$ cat src/rtl/seq_divider_if.sv
// seq_divider_if: start/busy/done handshake and operand/result bus for the sequential divider
interface seq_divider_if;
  logic        start;
  logic [15:0] dividend;
  logic [7:0]  divisor;
  logic        busy;
  logic        done;
  logic [15:0] quotient;
  logic [7:0]  remainder;
  logic        div_by_zero;
  modport master (output start, dividend, divisor, input busy, done, quotient, remainder, div_by_zero);
  modport slave (input start, dividend, divisor, output busy, done, quotient, remainder, div_by_zero);
endinterface

$ cat src/rtl/seq_divider.sv
// seq_divider: 16/8 restoring divider, one quotient bit per clock, start/busy/done handshake
module seq_divider (
  input logic          clk,
  input logic          reset,
  seq_divider_if.slave bus
);
  typedef enum logic [1:0] {IDLE, RUN, DONE} state_t;
  state_t      state;
  logic [15:0] q;
  logic [7:0]  d;
  logic [7:0]  r;
  logic [3:0]  cnt;
  logic [8:0]  t;
  logic        qb;
  logic [7:0]  rn;
  // R stays below D, so its top bit is always zero and only 8 bits are stored
  always_comb begin
    t = {r, q[15]};
    qb = t >= {1'b0, d};
    rn = qb ? t[7:0] - d : t[7:0];
  end
  always_ff @(posedge clk) begin
    if (reset) begin
      state <= IDLE;
      q <= '0;
      d <= '0;
      r <= '0;
      cnt <= '0;
      bus.busy <= 1'b0;
      bus.done <= 1'b0;
      bus.quotient <= '0;
      bus.remainder <= '0;
      bus.div_by_zero <= 1'b0;
    end else begin
      case (state)
        IDLE: if (bus.start) begin
          q <= bus.dividend;
          d <= bus.divisor;
          r <= '0;
          cnt <= 4'd15;
          bus.busy <= 1'b1;
          if (bus.divisor == 8'd0) begin
            state <= DONE;
            bus.done <= 1'b1;
            bus.quotient <= 16'hFFFF;
            bus.remainder <= 8'h00;
            bus.div_by_zero <= 1'b1;
          end else begin
            state <= RUN;
            bus.div_by_zero <= 1'b0;
          end
        end
        RUN: begin
          r <= rn;
          q <= {q[14:0], qb};
          cnt <= cnt - 4'd1;
          if (cnt == 4'd0) begin
            state <= DONE;
            bus.done <= 1'b1;
            bus.quotient <= {q[14:0], qb};
            bus.remainder <= rn;
          end
        end
        DONE: begin
          state <= IDLE;
          bus.done <= 1'b0;
          bus.busy <= 1'b0;
        end
        default: state <= IDLE;
      endcase
    end
  end
endmodule

$ cat src/flat_wrapper.sv
// flat-port wrapper written by rule: the top's interface ports become plain ports
module seq_divider_flat 
  (clk, reset, bus_start, bus_dividend, bus_divisor, bus_busy, bus_done, bus_quotient, bus_remainder, bus_div_by_zero);
  seq_divider_if bus_i ();
  input logic clk;
  input logic reset;
  input wire logic [$bits(bus_i.start)-1:0] bus_start;
  input wire logic [$bits(bus_i.dividend)-1:0] bus_dividend;
  input wire logic [$bits(bus_i.divisor)-1:0] bus_divisor;
  output wire logic [$bits(bus_i.busy)-1:0] bus_busy;
  output wire logic [$bits(bus_i.done)-1:0] bus_done;
  output wire logic [$bits(bus_i.quotient)-1:0] bus_quotient;
  output wire logic [$bits(bus_i.remainder)-1:0] bus_remainder;
  output wire logic [$bits(bus_i.div_by_zero)-1:0] bus_div_by_zero;
  assign bus_i.start = bus_start;
  assign bus_i.dividend = bus_dividend;
  assign bus_i.divisor = bus_divisor;
  assign bus_busy = bus_i.busy;
  assign bus_done = bus_i.done;
  assign bus_quotient = bus_i.quotient;
  assign bus_remainder = bus_i.remainder;
  assign bus_div_by_zero = bus_i.div_by_zero;
  seq_divider u_core (.clk(clk), .reset(reset), .bus(bus_i));
endmodule
$ cat config.mk
export PLATFORM = sky130hd
export DESIGN_NAME = seq_divider_flat
export DESIGN_NICKNAME = d
export VERILOG_FILES = /design/src/rtl/seq_divider_if.sv /design/src/rtl/seq_divider.sv /design/src/flat_wrapper.sv
export SDC_FILE = /design/constraint.sdc
export NUM_CORES = 1
export LEC_CHECK = 0
export ABC_AREA = 1
export ABC_CLOCK_PERIOD_IN_PS = 1550
export BUFFER_PORTS_ARGS = -buffer_cell sky130_fd_sc_hd__buf_2
export CAP_MARGIN = 20
export CORE_AREA = 2 2 109 111
export DETAILED_ROUTE_END_ITERATION = 16
export DIE_AREA = 0 0 111 113
export GPL_TIMING_DRIVEN = 0
export SYNTH_ARGS = -nofsm -noshare
export SYNTH_HDL_FRONTEND = slang
export SYNTH_SLANG_ARGS = --single-unit
$ cat constraint.sdc
create_clock -name clk -period 1.55 [get_ports clk]
set_input_delay 0.2325 -clock clk [delete_from_list [all_inputs] [get_ports clk]]
set_output_delay 0.2325 -clock clk [all_outputs]
set_load 0.01 [all_outputs]
### After elaboration in Yosys (flattened, before gate mapping)

Cells that the tools add are included.

* input bits: 27
* flip-flop bits (word level): 65
* output and inout bits: 27

* mux-type cells: 26
* $add $sub $neg: 2
* eq/ne operators: 5
* reduce and logical (&&, ||, !) cells: 12
* order comparisons: 1

Operators by type and width (count)
* 16-bit 2-to-1 mux: 4
* 16-bit one-hot mux with 2 select lines: 2
* 8-bit 2-to-1 mux: 5
* 8-bit one-hot mux with 2 select lines: 2
* 9-bit by 8-bit >= comparator with 1-bit output: 1
* 8-bit zero test: 1
* 4-bit one-hot mux with 2 select lines: 1
* 2-bit AND reduction: 4
* 4-bit AND reduction: 2
* 8-bit subtractor: 1
* 2-bit 2-to-1 mux: 3
* 1-bit 2-to-1 mux: 5
* 4-bit zero test: 1
* 4-bit 2-to-1 mux: 1
* 2-bit by 1-bit != test with 1-bit output, second input constant: 2
* 2-bit one-hot mux with 2 select lines: 1
* 2-bit nonzero test: 2
* 4-bit by 1-bit subtractor with 4-bit output, second input constant: 1
* 1-bit one-hot mux with 3 select lines: 1
* 3-bit nonzero test: 1
* 2-bit by 1-bit equality test with 1-bit output, second input constant: 1
* 2-bit equality test, second input constant: 1
* 2-bit zero test: 1
* 2-bit != test, second input constant: 1
* 1-bit one-hot mux with 2 select lines: 1

### Longest topological paths before layout

Gate-level depths: netlist of the first run.

* word-level depth: 4
* gate-level depth with buffers: 13

### Worst setup path after synthesis of the first run

OpenSTA, ideal clock, no wires.

* path kind: reg2reg
* start: register u_core.q[15]
* end: register u_core.r[4]
* library setup time: 0.057 ns
* path slack: -0.075 ns
* stages on the path, launching flop included: 12
* buffers on the path: 0
* data arrival time: 1.568 ns
* cells stage by stage: dfxtp_1 inv_1 ha_1 fa_1 inv_1 nand3_1 nand3_1 xor2_1 nand3_1 nand3_1 nand2_1 inv_1

* word-level cells in the longest chain between the ends: 3

RTL lines
* start: declaration: line seq_divider.sv:9 `logic [15:0] q;`
* start signal: assignment: line seq_divider.sv:37 `q <= bus.dividend;`
* start signal: assignment: line seq_divider.sv:55 `q <= {q[14:0], qb};`
* 8-bit subtractor or 9-bit by 8-bit >= comparator with 1-bit output (tied branches): line seq_divider.sv:20, seq_divider.sv:19
* 8-bit 2-to-1 mux (*): line seq_divider.sv:20 `rn = qb ? t[7:0] - d : t[7:0];`
* 8-bit one-hot mux with 2 select lines (*): line seq_divider.sv:35 `case (state)`
* end signal: assignment: line seq_divider.sv:54 `r <= rn;`
* end: declaration: line seq_divider.sv:11 `logic [7:0] r;`

Every way passes the cells marked *; elsewhere a longest branch is shown, timed or not.
A chain may end at the register's enable or synchronous reset.

### Worst setup path after layout of the first run

* start: register u_core.d[2]
* end: register u_core.r[3]

* word-level cells in the longest chain between the ends: 3

RTL lines
* start: declaration: line seq_divider.sv:10 `logic [7:0] d;`
* start signal: assignment: line seq_divider.sv:38 `d <= bus.divisor;`
* 8-bit subtractor or 9-bit by 8-bit >= comparator with 1-bit output (tied branches): line seq_divider.sv:20, seq_divider.sv:19
* 8-bit 2-to-1 mux (*): line seq_divider.sv:20
* 8-bit one-hot mux with 2 select lines (*): line seq_divider.sv:35

Marked as above.

==> impl_metrics.toml, run 1 <==
[run]
maxCapViolations = 0

[synthesis]
ys_seq_area_share_pct = 39.3
synthesis.instances = 468
synth_edf_count = 0
synth_top_area_cell = "dfxtp_1"
yosysMostFrequentCell = "nand2_1"
ys_ff_latch = 65
syn-num-nets = 505
synth_top_area_share_pct = 39.3
yosys_warnings = 0
synthArstFlopShare_pct = 0
syn_area_per_cell_sq_um = 7.07
synth.distinct_cells = 27
synthTopCellsByCount = "nand2_1 (82), inv_1 (80), dfxtp_1 (65)"
synthTopCellsByArea = "dfxtp_1 (39%), nand2_1 (9.3%), inv_1 (9.1%)"
ys.flop_type = "dfxtp_1"
syn_area_sq_um = 3310

[cts]
path_clk_slew_ps = 60
cts.sinks = 65
hold_buffers = 0
h-tree-depth = 3
clk_path_buf_depth = 2
root_buffer = "clkbuf_16"
cts_buffers = 9
clock_latency_ps = 330
cts_tree = "built"

[floorplan]
ios = 54
core_area_sq_um = 11300
die_area_sq_um = 12500
placementRows = 39
die_x_um = 111
initial_utilization_pct = 29.4
die_y_um = 113

[layout]
antenna_cells = 0
multiInputGateArea_sq_um = 2210
final_nets = 607
drive_gt1_share_pct = 46.1
seq_area_sq_um = 1330
syn_to_final_growth_pct = 55.1
stdcell_area_sq_um = 5130
num-fill-cells = 1040

[timing]
period_share_pct = 109
tightest_slew_ps = 591
final_hold_viol_count = 0
setup_slack_ps = -144
relSlewSlack_pct = 60.6
setup_tns_ps = -2250
whs_ps = 154
fin_crit_ps = 1690
rsz0062_at_grt = "yes"
slew_viol_final = 0
final-setup-viol-count = 29
max_freq_mhz = 590
finClkSkew_ps = 6.11

[routing]
vias = 3573
viasPerCell = 4.98
drc = 0
detail_route.wl_per_cell_um = 14.7
drtIter0Drc = 229
detail-route-antenna-nets = 0
drt_pass1_iterations = 4
drt_wl_total_um = 10600

[power]
switching_power_mw = 2.70
power_frac_clock_pct = 30.6
ir_worst_vdd_mv = 0.800
p_leak_nw = 2.35
powerDensity_nw_per_um2 = 1420
pwr-share-comb_pct = 40.9
p_int_mw = 4.60
pwr-share-seq_pct = 28.6
sw_frac_of_total_pct = 37.0

[placement]
place_hpwl_um = 6560
portBuffers = 52
pre_cts_slack_ps = -328
place.gp.congestion = 0.883
placed_cell_area_sq_um = 3810

[outcome]
outcome = "complete, but fails checks"
violations = "setup timing"

[grt]
grt_usage_pct = 15.2
grt_pass1_vias = 3317
grt_antenna_before_repair = 0
grt_max_degree = 13
gr-total-overflow = 0
grt_pass1_wl_um = 15500

[critical_path]
cp-end-kind = "flop"
cp.arrival_ps = 1960
cp-start-kind = "flop"
cp_max_fo = 8
cp.required_ps = 1820
crit_type = "reg -> reg"

[hold_path]
hold_class = "in -> reg"
[layout make-up]
| type | count | area share (%) |
|---|---|---|
| buffer | 23 | 3.24 |
| clock buffer | 10 | 4.65 |
| clock inverter | 6 | 1.75 |
| inverter | 85 | 6.41 |
| multi-input combinational | 298 | 43.1 |
| sequential | 65 | 25.8 |
| tap | 143 | 3.48 |
| timing repair buffer | 88 | 11.5 |
[path summary, 6_finish.rpt]
check,to,start,depth (start not counted),slack (ps)
worst max register to register,u_core.r[3],u_core.d[2],11,-140
worst min register to register,u_core.bus.quotient[10],u_core.bus.quotient[10],2,450
worst max-delay path,u_core.r[3],u_core.d[2],11,-140
worst min-delay path,u_core.bus.div_by_zero,bus_start,2,150
[cell usage in the layout (no fill, tap or decap), drive strengths merged, types with 2 or more instances in the layout]
master	n
dfxtp	65
nand2	85
bufinv	2
nor3	3
inv	86
nand4	12
clkbuf	21
xor2	2
nor2	40
buf	100
ha	9
nand3	39
a211oi	28
a21oi	43
clkinv	2
o21ai	35
[routing by layer]
metal	vias to the layer above	share of wire, %	track usage [%]
met2	127	48	25.8
li1	1741	-	-
met4	0	2.1	6.33
met1	1682	45	19.6
met5	-	0	0
met3	23	5.0	2.20
[metrics by stage]
step	power (mW)	utilization, %	instances
after global routing	7.65	45.6	718
after CTS	6.61	40.8	703
final	7.29	45.6	718
after floorplan	3.34	-	468
after detailed placement	3.81	33.8	663
after global placement	3.79	33.8	663
[critical path: stages (launching register included)]
cell and delay [ps]:
dfxtp_2 340, inv_2 40, ha_4 310, nand2_2 90, nor2_1 140, nand3_1 90, nand4_1 120, buf_6 200
nand3_2 100, nand3_1 100, nand2_1 60, inv_1 60
[power groups by stage]
stage                     Clock (mW)  Sequential [mW]  Combinational (mW)
after global routing            2.33             2.11                3.21
after detailed placement           0             2.07                1.74
after floorplan                    0             2.08                1.25
final                           2.23             2.08                2.98
after global placement             0             2.07                1.71
after CTS                       2.25             2.06                2.30
[repair_timing]
item	CTS	global route
setup buffers	20	13
pin swaps	25	48
resized for setup	79	107
gates cloned	4	3
endpoints found under the setup margin	35	49
[cell families (layout without fill, tap and decap cells)]
group | after synthesis | in the layout | share of synthesized area (%)
DFF | 65 | 65 | 39.3
buffers and inverters | 108 | 212 | 13.3
AOI/OAI and AO/OA | 106 | 106 | 18.1
adders and majority gates | 10 | 10 | 4.01
xor gates and xnor gates | 3 | 3 | 0.794
and+or+nand+nor | 176 | 179 | 24.5
[sequential cells by signal (all words and copies together) (netlist names), 2 cells and up]
register              flops
u_core.bus.remainder      8
u_core.d                  8
u_core.state              2
u_core.r                  8
u_core.q                 16
u_core.cnt                4
u_core.bus.quotient      16
(Power assumes the default switching activity.)
==> run 2, diff against run 1 <==
- CTS_BUF_LIST: unset -> sky130_fd_sc_hd__clkbuf_4 sky130_fd_sc_hd__clkbuf_8
==> run 2 against run 1 <==
  * First-iteration DRC count decreased by 8.7%
  * The flow still finishes with violations (setup timing)
  * Routed wire length decreased by 4.3%
  * Via count decreased by 3.3%
  * Global-route usage decreased by 0.099 points
  * Clock power decreased by 25%
  * Worst setup slack improved by 14 ps
  * Sequential power about the same
  * Hold slack got worse by 13 ps
  * Die area unchanged
  * Cell area decreased by 4.0%
==> impl_metrics.toml, run 2 (synthesis gave the netlist of run 1 again) <==
[timing]
slew_viol_final = 0
final_hold_viol_count = 0
final-setup-viol-count = 32
max_freq_mhz = 595
setup_slack_ps = -130
setup_tns_ps = -2890
tightest_slew_ps = 585
period_share_pct = 108
relSlewSlack_pct = 61.0
fin_crit_ps = 1680
finClkSkew_ps = 12.1
rsz0062_at_grt = "yes"

[grt]
grt_antenna_before_repair = 0
grt_usage_pct = 15.1
grt_max_degree = 13
grt_pass1_vias = 3245
gr-total-overflow = 0
grt_pass1_wl_um = 15300

[layout]
final_common_cell = "inv_1"
drive_gt1_share_pct = 45.0
layout_common_cells = "inv_1 (64), nand2_1 (63), buf_2 (52), dfxtp_1 (48), a21oi_1 (38)"
final_core_util_pct = 43.7
fin_cells = 708
syn_to_final_growth_pct = 48.8
num-fill-cells = 1063
top_regs = "u_core.bus.quotient x16, u_core.q x16"
final_nets = 597
antenna_cells = 0

[cts]
hold_buffers = 0
h-tree-depth = 3
clk_path_buf_depth = 2
root_buffer = "clkbuf_8"
cts_tree = "built"
clock_latency_ps = 350
path_clk_slew_ps = 80
cts.sinks = 65
cts_buffers = 9

[routing]
drt_wl_total_um = 10100
drtIter0Drc = 209
detail-route-antenna-nets = 0
detail_route.wl_per_cell_um = 14.3
drt_pass1_iterations = 5
viasPerCell = 4.88
vias = 3454
drc = 0

[run]
maxCapViolations = 0

[floorplan]
placementRows = 39
die_y_um = 113
initial_utilization_pct = 29.4
core_area_sq_um = 11300
ios = 54
die_x_um = 111
die_area_sq_um = 12500

[critical_path]
crit_type = "reg -> reg"
cp.arrival_ps = 1930
cp_max_fo = 6
cp.required_ps = 1800
cp-end-kind = "flop"
cp-start-kind = "flop"

[power]
ir_worst_vdd_mv = 0.585
powerDensity_nw_per_um2 = 1340
p_leak_nw = 2.25

[placement]
portBuffers = 52
place_inst = 663
place.gp.congestion = 0.883
place_hpwl_um = 6560

[outcome]
violations = "setup timing"
outcome = "complete, but fails checks"

[hold_path]
hold_class = "in -> reg"
==> run 2: changes by cell type in the layout (fill, tap and decap cells not counted), sizes merged <==
cell	previous run	this run
buf	100	91
nand2	85	84
==> run 2: cell type report <==
type,count,area (sq um),share of cell area (%)
tap,143,179,3.63
multi-input combinational,297,2190,44.4
sequential,65,1320,26.8
clock inverter,6,90.1,1.83
inverter,85,324,6.58
buffer,23,170,3.45
timing repair buffer,79,514,10.4
clock buffer,10,138,2.79
==> run 2: where the power goes <==
| group | switching (mW) | total, mW | internal (mW) | leakage (nW) |
|---|---|---|---|---|
| clock | 0.710 | 1.67 | 0.955 | 0.113 |
| sequential | 0.172 | 2.08 | 1.91 | 0.541 |
| combinational | 1.68 | 2.85 | 1.16 | 1.59 |
==> run 2: metrics by stage <==
stage | hold slack [ps] | worst slack, ps | area (sq um) | total power, mW
floorplan | 326 | -18.8 | 3370 | 3.34
detailed placement | 454 | -328 | 3810 | 3.81
global placement | 451 | -306 | 3810 | 3.79
global route | 140 | -219 | 4930 | 6.94
finish | 141 | -130 | 4930 | 6.59
CTS | 121 | -173 | 4430 | 5.96
==> run 2: routing by layer <==
| metal | GRT usage, % | wire, um | share of wire (%) | vias to the layer above |
|---|---|---|---|---|
| li1 | - | - | - | 1728 |
| met1 | 19.5 | 4500 | 44 | 1615 |
| met2 | 25.1 | 4970 | 49 | 93 |
| met3 | 2.95 | 428 | 4.2 | 18 |
| met4 | 6.08 | 219 | 2.2 | 0 |
| met5 | 0 | 0 | 0 | - |
==> run 2: critical path: stages, from the launching register on <==
cell,delay (ps)
dfxtp_2,330
inv_2,70
ha_4,150
inv_4,40
nor3_4,260
nor2_4,90
nor3_4,160
buf_12,160
buf_8,120
nand3_2,90
nand2_1,80
inv_1,40
==> run 2: timing repair <==
| action | CTS | global route |
|---|---|---|
| resized for setup | 65 | 115 |
| setup buffers | 14 | 11 |
| setup endpoints to repair | 35 | 49 |
| cloned | 4 | 0 |
| pin swaps | 18 | 58 |
==> run 2: path summary, 6_finish.rpt <==
kind	slack, ps	cells past startpoint	to	start
worst min-delay path	140	2	u_core.bus.div_by_zero	bus_start
worst min register to register	460	2	u_core.bus.quotient[10]	u_core.bus.quotient[10]
worst max-delay path	-130	11	u_core.bus.remainder[0]	u_core.cnt[0]
worst max register to register	-130	11	u_core.bus.remainder[0]	u_core.cnt[0]
==> run 3, diff against run 2 <==
- TNS_END_PERCENT: unset -> 50
==> run 3 against run 2 <==
  * The flow still finishes with violations (setup timing)
  * Routed wire length is 3.4% lower
  * Via count is 1.3% lower
  * First-iteration DRC count is 29% lower
  * Clock skew hardly changed
  * Combinational power is 7.4% lower
  * Cell count is 1.3% lower
  * Count of clock-buffer cells in the layout stayed put
  * Cell area is 4.6% lower
  * Non-clock buffer count is 9 lower
  * Power is 3.3% lower
==> impl_metrics.toml, run 3 (synthesis gave the netlist of run 1 again) <==
[timing]
final_hold_viol_count = 0
slew_viol_final = 0
finClkSkew_ps = 11.7
setup_slack_ps = -139
rsz0062_at_grt = "yes"
max_freq_mhz = 592
setup_tns_ps = -2470
tightest_slew_ps = 558
fin_crit_ps = 1690
final-setup-viol-count = 32
period_share_pct = 109
relSlewSlack_pct = 62.8

[floorplan]
die_x_um = 111
ios = 54
core_area_sq_um = 11300
initial_utilization_pct = 29.4
die_area_sq_um = 12500
die_y_um = 113
placementRows = 39

[routing]
drt_pass1_iterations = 5
drtIter0Drc = 148
viasPerCell = 4.88
drc = 0
detail_route.wl_per_cell_um = 14.0
vias = 3409
drt_wl_total_um = 9770
detail-route-antenna-nets = 0

[layout]
drive_gt1_share_pct = 38.7
layout_common_cells = "inv_1 (67), nand2_1 (66), buf_2 (58), dfxtp_1 (49), a21oi_1 (40)"
final_nets = 588
stdcell_area_sq_um = 4700
top_regs = "u_core.bus.quotient x16, u_core.q x16"
final_common_cell = "inv_1"
syn_to_final_growth_pct = 42.0
antenna_cells = 0

[power]
pwr-share-seq_pct = 32.5
ir_worst_vdd_mv = 0.560
pwr-share-comb_pct = 41.4
powerDensity_nw_per_um2 = 1360
p_leak_nw = 2.16
sw_frac_of_total_pct = 38.6
switching_power_mw = 2.46
power_frac_clock_pct = 26.2
p_int_mw = 3.92

[placement]
portBuffers = 52
placed_cell_area_sq_um = 3810
place_hpwl_um = 6560
pre_cts_slack_ps = -328
place.gp.congestion = 0.883

[grt]
grt_pass1_wl_um = 15200
gr-total-overflow = 0
grt_usage_pct = 15.0
grt_antenna_before_repair = 0
use_met3_pct = 2.68
grt_pass1_vias = 3218
top_usage_layer = "met2"
use_met1_pct = 19.5
grt_util_met2_pct = 25.1
grt_max_degree = 13

[hold_path]
hold_class = "in -> reg"

[critical_path]
cp_max_fo = 8
cp-end-kind = "flop"
cp.arrival_ps = 1970
cp.required_ps = 1840
cp-start-kind = "flop"
crit_type = "reg -> reg"

[outcome]
violations = "setup timing"
outcome = "complete, but fails checks"

[cts]
clk_path_buf_depth = 2
cts_tree = "built"
cts.sinks = 65
h-tree-depth = 3
root_buffer = "clkbuf_8"
cts_buffers = 9
path_clk_slew_ps = 80
clock_latency_ps = 350

[run]
maxCapViolations = 0
==> run 3: changes by cell type in the layout (fill, tap and decap cells not counted), moves of 3 or more <==
cell | before | now
a211oi_1 | 14 | 26
a211oi_2 | 14 | 2
o21ai_2 | 10 | 3
o21ai_1 | 6 | 11
nand2_1 | 63 | 66
buf_2 | 52 | 58
buf_4 | 25 | 15
inv_1 | 64 | 67
==> run 3: area by class of cell <==
cell class	count	area, sq um
fill	1072	6570
multi-input combinational	297	2070
sequential	65	1320
timing repair buffer	70	427
inverter	85	322
tap	143	179
buffer	23	151
clock buffer	10	138
clock inverter	6	90.1
==> run 3: path summary, 6_finish.rpt <==
path | startpoint | end | slack, ps | cells past startpoint
worst max-delay path | u_core.d[2] | u_core.r[3] | -140 | 13
worst min-delay path | bus_start | u_core.bus.div_by_zero | 140 | 2
worst max register to register | u_core.d[2] | u_core.r[3] | -140 | 13
worst min register to register | u_core.bus.quotient[10] | u_core.bus.quotient[10] | 460 | 2
==> run 3: critical path, stage by stage (launching register included) <==
cell	delay, ps
dfxtp_2	340
inv_2	40
ha_4	330
nand2_2	80
nand2_2	80
nand2_4	70
nand2_2	50
nand2_1	50
nand4_1	100
buf_6	190
nand3_2	90
nand3_1	100
nand2_1	60
inv_1	60
==> run 3: power groups by stage <==
| stage | clock network, mW | logic [mW] | registers [mW] |
|---|---|---|---|
| after floorplan | 0 | 1.25 | 2.08 |
| after global placement | 0 | 1.71 | 2.07 |
| after detailed placement | 0 | 1.74 | 2.07 |
| after CTS | 1.69 | 2.17 | 2.06 |
| after global routing | 1.76 | 2.87 | 2.10 |
| final | 1.67 | 2.64 | 2.07 |
==> run 3: routing by layer <==
metal / share of wire (%) / vias up
li1: - / 1708
met1: 46 / 1594
met2: 48 / 90
met3: 4.7 / 17
met4: 1.9 / 0
met5: 0 / -
==> run 3: timing repair <==
action                     CTS  global route
hold buffers                 0             0
gates resized for setup     62            70
setup endpoints to repair   35            49
setup buffers               11             6
cloned                       4             0
pin swaps                   17            35
==> run 3: through the flow <==
stage / total power, mW / utilization, % / cells / hold WS, ps
floorplan: 3.34 / - / 468 / 326
global placement: 3.79 / 33.8 / 663 / 451
detailed placement: 3.81 / 33.8 / 663 / 454
CTS: 5.92 / 39.0 / 694 / 121
global route: 6.73 / 41.7 / 699 / 138
finish: 6.37 / 41.7 / 699 / 140
